## src/rtl/multi_dataflow_tcdm_arb.sv

```systemverilog
// Round-robin arbiter sharing one TCDM master port among the multi_dataflow
// streamer ports (inStream0..2 loads, outStream0 store). A fixed-latency tag
// pipeline routes each response back to the requester that issued it. Any
// mismatch between expected and received responses sets a sticky error flag.
module multi_dataflow_tcdm_arb #(
  parameter int N_REQ    = 4,
  parameter int ADDR_W   = 32,
  parameter int DATA_W   = 32,
  parameter int RESP_LAT = 1
) (
  input  logic                      clk_i,
  input  logic                      rst_i,
  input  logic                      clear_i,
  input  logic [N_REQ-1:0]          in_req_i,
  output logic [N_REQ-1:0]          in_gnt_o,
  input  logic [N_REQ*ADDR_W-1:0]   in_add_i,
  input  logic [N_REQ-1:0]          in_wen_i,
  input  logic [N_REQ*DATA_W/8-1:0] in_be_i,
  input  logic [N_REQ*DATA_W-1:0]   in_data_i,
  output logic [N_REQ-1:0]          in_r_valid_o,
  output logic [DATA_W-1:0]         in_r_data_o,
  output logic                      out_req_o,
  input  logic                      out_gnt_i,
  output logic [ADDR_W-1:0]         out_add_o,
  output logic                      out_wen_o,
  output logic [DATA_W/8-1:0]       out_be_o,
  output logic [DATA_W-1:0]         out_data_o,
  input  logic                      out_r_valid_i,
  input  logic [DATA_W-1:0]         out_r_data_i,
  output logic                      busy_o,
  output logic                      err_o
);

  localparam int BE_W  = DATA_W / 8;
  localparam int IDX_W = (N_REQ > 1) ? $clog2(N_REQ) : 1;
  localparam int LAST  = RESP_LAT - 1;

  logic                flush;
  logic                hs;
  logic                found;
  logic [IDX_W-1:0]    rr_ptr;
  logic [IDX_W-1:0]    rr_next;
  logic [IDX_W-1:0]    win;
  logic [IDX_W-1:0]    cand;
  logic                err;

  // tag_drop marks stages whose tag was flushed by a clear: the memory will
  // still answer those, and such a response must be absorbed silently.
  logic [RESP_LAT-1:0] tag_v;
  logic [RESP_LAT-1:0] tag_drop;
  logic [IDX_W-1:0]    tag_idx [RESP_LAT];

  assign flush = rst_i | clear_i;

  // Winner: first requester found scanning from rr_ptr, wrapping modulo N_REQ.
  always_comb begin
    win   = '0;
    found = 1'b0;
    cand  = '0;
    for (int i = 0; i < N_REQ; i++) begin
      cand = IDX_W'((int'(rr_ptr) + i) % N_REQ);
      if (!found && in_req_i[cand]) begin
        win   = cand;
        found = 1'b1;
      end
    end
  end

  // Payload mux from the winner; index 0 when nobody requests.
  always_comb begin
    out_add_o  = in_add_i[ADDR_W-1:0];
    out_wen_o  = in_wen_i[0];
    out_be_o   = in_be_i[BE_W-1:0];
    out_data_o = in_data_i[DATA_W-1:0];
    for (int i = 1; i < N_REQ; i++) begin
      if (win == IDX_W'(i)) begin
        out_add_o  = in_add_i[i*ADDR_W +: ADDR_W];
        out_wen_o  = in_wen_i[i];
        out_be_o   = in_be_i[i*BE_W +: BE_W];
        out_data_o = in_data_i[i*DATA_W +: DATA_W];
      end
    end
  end

  assign out_req_o = (|in_req_i) & ~flush;
  assign hs        = out_req_o & out_gnt_i;
  assign in_gnt_o  = hs ? (N_REQ'(1) << win) : '0;
  assign rr_next   = (win == IDX_W'(N_REQ - 1)) ? '0 : win + 1'b1;

  assign in_r_valid_o = (tag_v[LAST] & out_r_valid_i & ~flush)
                        ? (N_REQ'(1) << tag_idx[LAST]) : '0;
  assign in_r_data_o  = out_r_data_i;
  assign busy_o       = |tag_v;
  assign err_o        = err;

  // Pointer advance, tag pipeline shift and sticky error tracking.
  always_ff @(posedge clk_i) begin
    if (flush) begin
      rr_ptr      <= '0;
      err         <= 1'b0;
      tag_v       <= '0;
      tag_drop[0] <= 1'b0;
      for (int k = 1; k < RESP_LAT; k++) begin
        tag_drop[k] <= tag_drop[k-1] | tag_v[k-1];
      end
    end else begin
      if (hs) begin
        rr_ptr <= rr_next;
      end
      tag_v[0]    <= hs;
      tag_idx[0]  <= win;
      tag_drop[0] <= 1'b0;
      for (int k = 1; k < RESP_LAT; k++) begin
        tag_v[k]    <= tag_v[k-1];
        tag_idx[k]  <= tag_idx[k-1];
        tag_drop[k] <= tag_drop[k-1];
      end
      if ((tag_v[LAST] != out_r_valid_i) && !(tag_drop[LAST] && out_r_valid_i)) begin
        err <= 1'b1;
      end
    end
  end

endmodule

```

## config.mk

```make
export PLATFORM = sky130hd
export DESIGN_NAME = multi_dataflow_tcdm_arb
export DESIGN_NICKNAME = d
export VERILOG_FILES = /design/src/rtl/multi_dataflow_tcdm_arb.sv
export SDC_FILE = /design/constraint.sdc
export NUM_CORES = 1
export LEC_CHECK = 0
export ABC_CLOCK_PERIOD_IN_PS = 6250
export BUFFER_PORTS_ARGS = -buffer_cell sky130_fd_sc_hd__buf_2
export CAP_MARGIN = 20
export CORE_AREA = 2 2 167 169
export DETAILED_ROUTE_END_ITERATION = 8
export DIE_AREA = 0 0 169 171
export GPL_TIMING_DRIVEN = 0
export PLACE_DENSITY = 0.47
export SETUP_SLACK_MARGIN = 0.1
export SLEW_MARGIN = 20
export SYNTH_ARGS = -nofsm -noshare
export SYNTH_HDL_FRONTEND = slang
export SYNTH_SLANG_ARGS = --single-unit
```

## constraint.sdc

```tcl
create_clock -name clk_i -period 6.25 [get_ports clk_i]
set_input_delay 0.625 -clock clk_i [delete_from_list [all_inputs] [get_ports clk_i]]
set_output_delay 0.625 -clock clk_i [all_outputs]
set_load 0.05 [all_outputs]
```

After elaboration in Yosys (flattened, before gate mapping)
Memory sizes are Yosys's and may differ from the RTL's.
Index checks and enable logic that the tools add are counted.
{"block": "totals", "register_bits": 4, "ramBits": 2, "input_bits": 317, "n_memories": 1}
{"name": "tag_idx", "depth": 1, "width": 2, "read_ports": 1, "rd_ports_with_merged_regs": 0, "wr": 1, "line": "51", "text": "logic [IDX_W-1:0] tag_idx [RESP_LAT];"}
{"block": "op_classes", "add_sub_neg": 4, "magnitude_cmp": 4, "n_eq_ne": 4, "shift": 2, "mux": 31, "bitwise_logic": 6, "reduce_logical": 7}
{"cell": "$mux W32", "count": 6}
{"cell": "$mux W4", "count": 5}
{"cell": "$lt A2 B3 Y1 const B", "count": 4}
{"cell": "$mux W1", "count": 11}
{"cell": "$mux W2", "count": 5}
{"cell": "$bmux W1 S2", "count": 4}
{"cell": "$shl A1 B2 Y4 const A", "count": 2}
{"cell": "$add A2 B1 Y2 const B", "count": 2}
{"cell": "$add A2 B2 Y2 const B", "count": 2}
{"cell": "$and A1 B1 Y1", "count": 4}
{"cell": "$eq A2 B2 Y1 const B", "count": 2}
{"cell": "$reduce_or A4 Y1", "count": 1}
{"cell": "$logic_and A1 B1 Y1", "count": 3}
{"cell": "$logic_not A1 Y1", "count": 3}
{"cell": "$eq A2 B1 Y1 const B", "count": 1}
{"cell": "$ne A1 B1 Y1", "count": 1}
{"cell": "$not A1 Y1", "count": 1}
{"cell": "$or A1 B1 Y1", "count": 1}

Longest topological paths before layout
{"block": "logic_depth", "ltp_word": 16, "mapped_depth": 9}

Worst setup path before layout
No wires, ideal clock.
{"block": "synth_timing", "kind": "input to output", "from": "input in_req_i[0]", "to": "output out_add_o[31]", "t_arrival_ns": 2.353, "required_time_ns": 5.625, "path_slack_ns": 3.272, "cell_stages": 9, "n_path_buf": 2, "cell_sequence": "nor2b_1 a2111oi_2 or2_1 ha_1 buf_6 buf_6 mux2i_1 o21ai_0 mux2_2"}
{"block": "synth_via", "elab_chain_cells": 16, "elab_cells_between_ends": 27, "cone_classes": "eq/ne (3); mux (18); reduce/logical (6)"}
{"element": "start, declared", "line": "14", "text": "input logic [N_REQ-1:0] in_req_i,"}
{"element": "$bmux W1 S2", "line": "62", "text": "if (!found && in_req_i[cand]) begin"}
{"element": "$mux W1 (implied by the code)", "line": "62"}
{"element": "$mux W1", "line": "62"}
{"element": "$logic_not A1 Y1", "line": "62"}
{"element": "$logic_and A1 B1 Y1", "line": "62"}
{"element": "$mux W1", "line": "62"}
{"element": "$logic_not A1 Y1", "line": "62"}
{"element": "$logic_and A1 B1 Y1", "line": "62"}
{"element": "$mux W1", "line": "62"}
{"element": "$logic_not A1 Y1", "line": "62"}
{"element": "$logic_and A1 B1 Y1", "line": "62"}
{"element": "$mux W2 (*)", "line": "62"}
{"element": "via win[0]", "line": "43", "text": "logic [IDX_W-1:0] win;"}
{"element": "$eq A2 B1 Y1", "line": "76", "text": "if (win == IDX_W'(i)) begin"}
{"element": "$mux W32 (2 in a row)", "line": "76"}
{"element": "$mux W32 (*)", "line": "76"}
{"element": "end, declared", "line": "24", "text": "output logic [ADDR_W-1:0] out_add_o,"}
The timed path passes the listed nets; every way through them passes the cells marked *. The select of a mux whose other input is x is not followed.

Worst setup path in the final report
{"block": "layout_timing", "from": "input in_req_i[0]", "to": "output out_add_o[26]"}
Same word-level chain as after synthesis.

==> out/qor.yml <==
outcome:
  status: "finished, final reports clean"
timing:
  relSlewSlack_pct: 59.6
  finClkSkew_ps: 0.435
  finalHoldViolCount: 0
  rsz0062_at_grt: "no"
  post-route-period-util_pct: 62.1
  hold_ws_ps: 461
  final.setup.tns_ps: 0
  setup_violations: 0
  max_freq_ghz: 0.258
  post-route-min-period_ps: 3880
  maxSlewViolCount: 0
  tightest_slew_ps: 606
power:
  total_leakage_power_nw: 2.78
  swShare_pct: 58.1
  ir_worst_vdd_mv: 0.0737
  pwr_density_cell_nw_per_um2: 171
  p_comb_share_pct: 84.0
  pwr-share-clk_pct: 11.2
  internal-power_uw: 389
  p_seq_share_pct: 4.8
  switchingPower_uw: 539
setup_path:
  cp_slowest_stage_delay_ps: 500
  worstSetupStartpointType: "input pin"
  slowest_stage: "buf_2"
  crit_family: "buffers and inverters"
  path_class: "input pin to output port"
  worstPathRequired_ps: 5620
  crit_fanout: 10
  startpoint: "in_req_i[0]"
  crit_chain: "buf_2, nor2b_1, a2111oi_2, or2_1, ha_1, buf_1, buf_2, mux2_2, buf_2"
  reg2reg_slack_ps: 4640
  endpoint_kind: "output port"
  path_buf_inv: 4
  cp.arrival_ps: 3250
  crit_top_cell: "buf_2"
  reg2reg_from: "rr_ptr[1]"
grt:
  grt_use_total_pct: 10.5
  grt_pass1_vias: 4132
  antenna_found_initial: 2
  grt_max_degree: 11
  grt_pass1_wl_um: 23000
  grt_overflow: 0
synthesis:
  synth_nets: 710
  yosys.area_share.simple_pct: 12.7
  synthAdderAreaFrac_pct: 2.12
  synthMuxAreaShare_pct: 49.7
  synth.ff_latch_count: 6
  synth-warning-count: 0
  yosysUniqueCellTypes: 31
  synth_compound_area_share_pct: 14.8
  synth_top_family_by_area: "multiplexers"
  synthesis.area_um2: 2950
  synthXorXnorAreaFrac_pct: 0
  synth_cells: 388
  synth.avg_cell_area_um2: 7.60
  yosysSeqAreaShare_pct: 4.75
detailed_routing:
  wl_met2_um: 8740
  drt_pass1_iterations: 5
  wl_um: 17300
  post_drt_wl_per_cell_um: 15.2
  wl_met3_um: 1400
  via_per_inst: 3.89
  top_layer: "met5"
  vias: 4403
  drt_iter0_drc: 98
  wl_met1_um: 6720
  drc: 0
  detail-route-antenna-nets: 0
cells_and_area:
  drive_above_1_share_pct: 67.6
  antenna_cells: 0
  final_net_count: 1111
  fillers: 3154
  layoutNonFillerInstCount: 1133
  syn_to_final_growth_pct: 84.4
placement:
  port_buffers: 396
  gp_congestion: 0.737
  place_hpwl_um: 14500
  dpl.cell_count: 1130
clock_tree:
  tritoncts: "yes"
  clkSinkCount: 6
  clk_path_buf_depth: 2
  ctsHoldBuffers: 0
  cts_setup_buffers: 0
  cts-root-buf: "clkbuf_16"
  htreeDepth: 1
  clk_pin_slew_ps: 30
  insertion_delay_ps: 230
  cts_buffers: 3
  cts_resized: 0
run:
  max-cap-violations: 0
die:
  dieWidth_um: 169
  io_pins: 429
  coreArea_um2: 27300
  die_area_um2: 28900
  initial_core_util_pct: 10.8
  row_count: 61
  die_height_um: 171
hold_path:
  worst_hold_path_type: "flop to flop"
  min_from: "err_o"
## power by group through the flow
stage	Clock, mW	Sequential [mW]	Combinational (mW)
finish	0.104	0.0444	0.780
CTS	0.106	0.0445	0.789
floorplan	0	0.0469	0.552
global placement	0	0.0450	0.784
global route	0.108	0.0448	0.827
detailed placement	0	0.0450	0.787
## kinds of logic (layout without fill, tap and decap cells)
kind of cell | after synthesis | after routing
AOI/OAI and AO/OA | 81 | 81
adders and majority gates | 5 | 5
buffers and inverters | 70 | 469
DFF | 6 | 6
muxes | 138 | 138
and+or+nand+nor | 88 | 88
## path summary, 6_finish.rpt
check | to | depth (start not counted)
worst max-delay path | out_add_o[26] | 9
worst min register to register | err_o | 1
worst max register to register | rr_ptr[1] | 6
worst min-delay path | err_o | 1
## area by class of cell
cell class | count | area [um2] | share of cell area, %
well taps | 346 | 433 | 7.96
clock buffers | 3 | 75.1 | 1.38
flip-flops and latches | 6 | 140 | 2.58
inverters | 7 | 26.3 | 0.483
plain buffers | 63 | 442 | 8.12
multi-input cells | 312 | 2340 | 43.1
repair buffers | 396 | 1980 | 36.4
## layout by cell type (no fill, tap or decap), types with 3 or more instances in the layout
cell type	count
and2_1	4
buf_6	8
buf_4	32
ha_1	5
dfxtp_1	4
o21ai_1	22
inv_1	6
mux2i_1	69
nor2_1	6
o21ai_0	49
buf_2	416
nor3_1	3
nand2_1	70
mux2_2	69
clkbuf_16	3
## stage by stage
| step | util (%) | area (um2) | total power, mW | worst slack [ps] |
|---|---|---|---|---|
| global placement | 19.6 | 5370 | 0.829 | 2140 |
| CTS | 19.9 | 5440 | 0.940 | 2160 |
| finish | 19.9 | 5440 | 0.928 | 2370 |
| global route | 19.9 | 5440 | 0.980 | 2030 |
| detailed placement | 19.6 | 5370 | 0.832 | 2170 |
| floorplan | - | 2950 | 0.599 | 3270 |
## sequential cells by signal (all words and copies together) (netlist names)
register / cells
rr_ptr: 2
busy_o: 1
err_o: 1
tag_idx: 2
## metal layers
metal,GRT usage (%),up-vias
li1,-,2141
met1,12.0,1952
met2,20.1,290
met3,1.50,18
met4,2.68,2
met5,0,-
## synth_stat cells
cell,number,area [um2]
a2111oi_2,1,15.0
a21oi_1,1,5.00
a221oi_1,1,8.76
and2_1,4,25.0
buf_1,1,3.75
buf_2,20,100
buf_4,32,240
buf_6,8,90.1
clkbuf_1,2,7.51
dfxtp_1,4,80.1
edfxtp_1,2,60.1
ha_1,5,62.6
inv_1,6,22.5
inv_2,1,3.75
mux2_2,69,777
mux2i_1,69,691
nand2_1,70,263
nand3_1,1,5.00
nand3b_2,1,11.3
nor2_1,6,22.5
nor2b_1,1,6.26
nor3_1,3,15.0
nor4_4,1,21.3
o211ai_1,2,15.0
o21a_1,2,15.0
o21ai_0,49,245
o21ai_1,22,110
o22a_1,1,8.76
o22ai_1,1,6.26
o31ai_1,1,7.51
or2_1,1,6.26
Power figures use the tool's default switching activity.
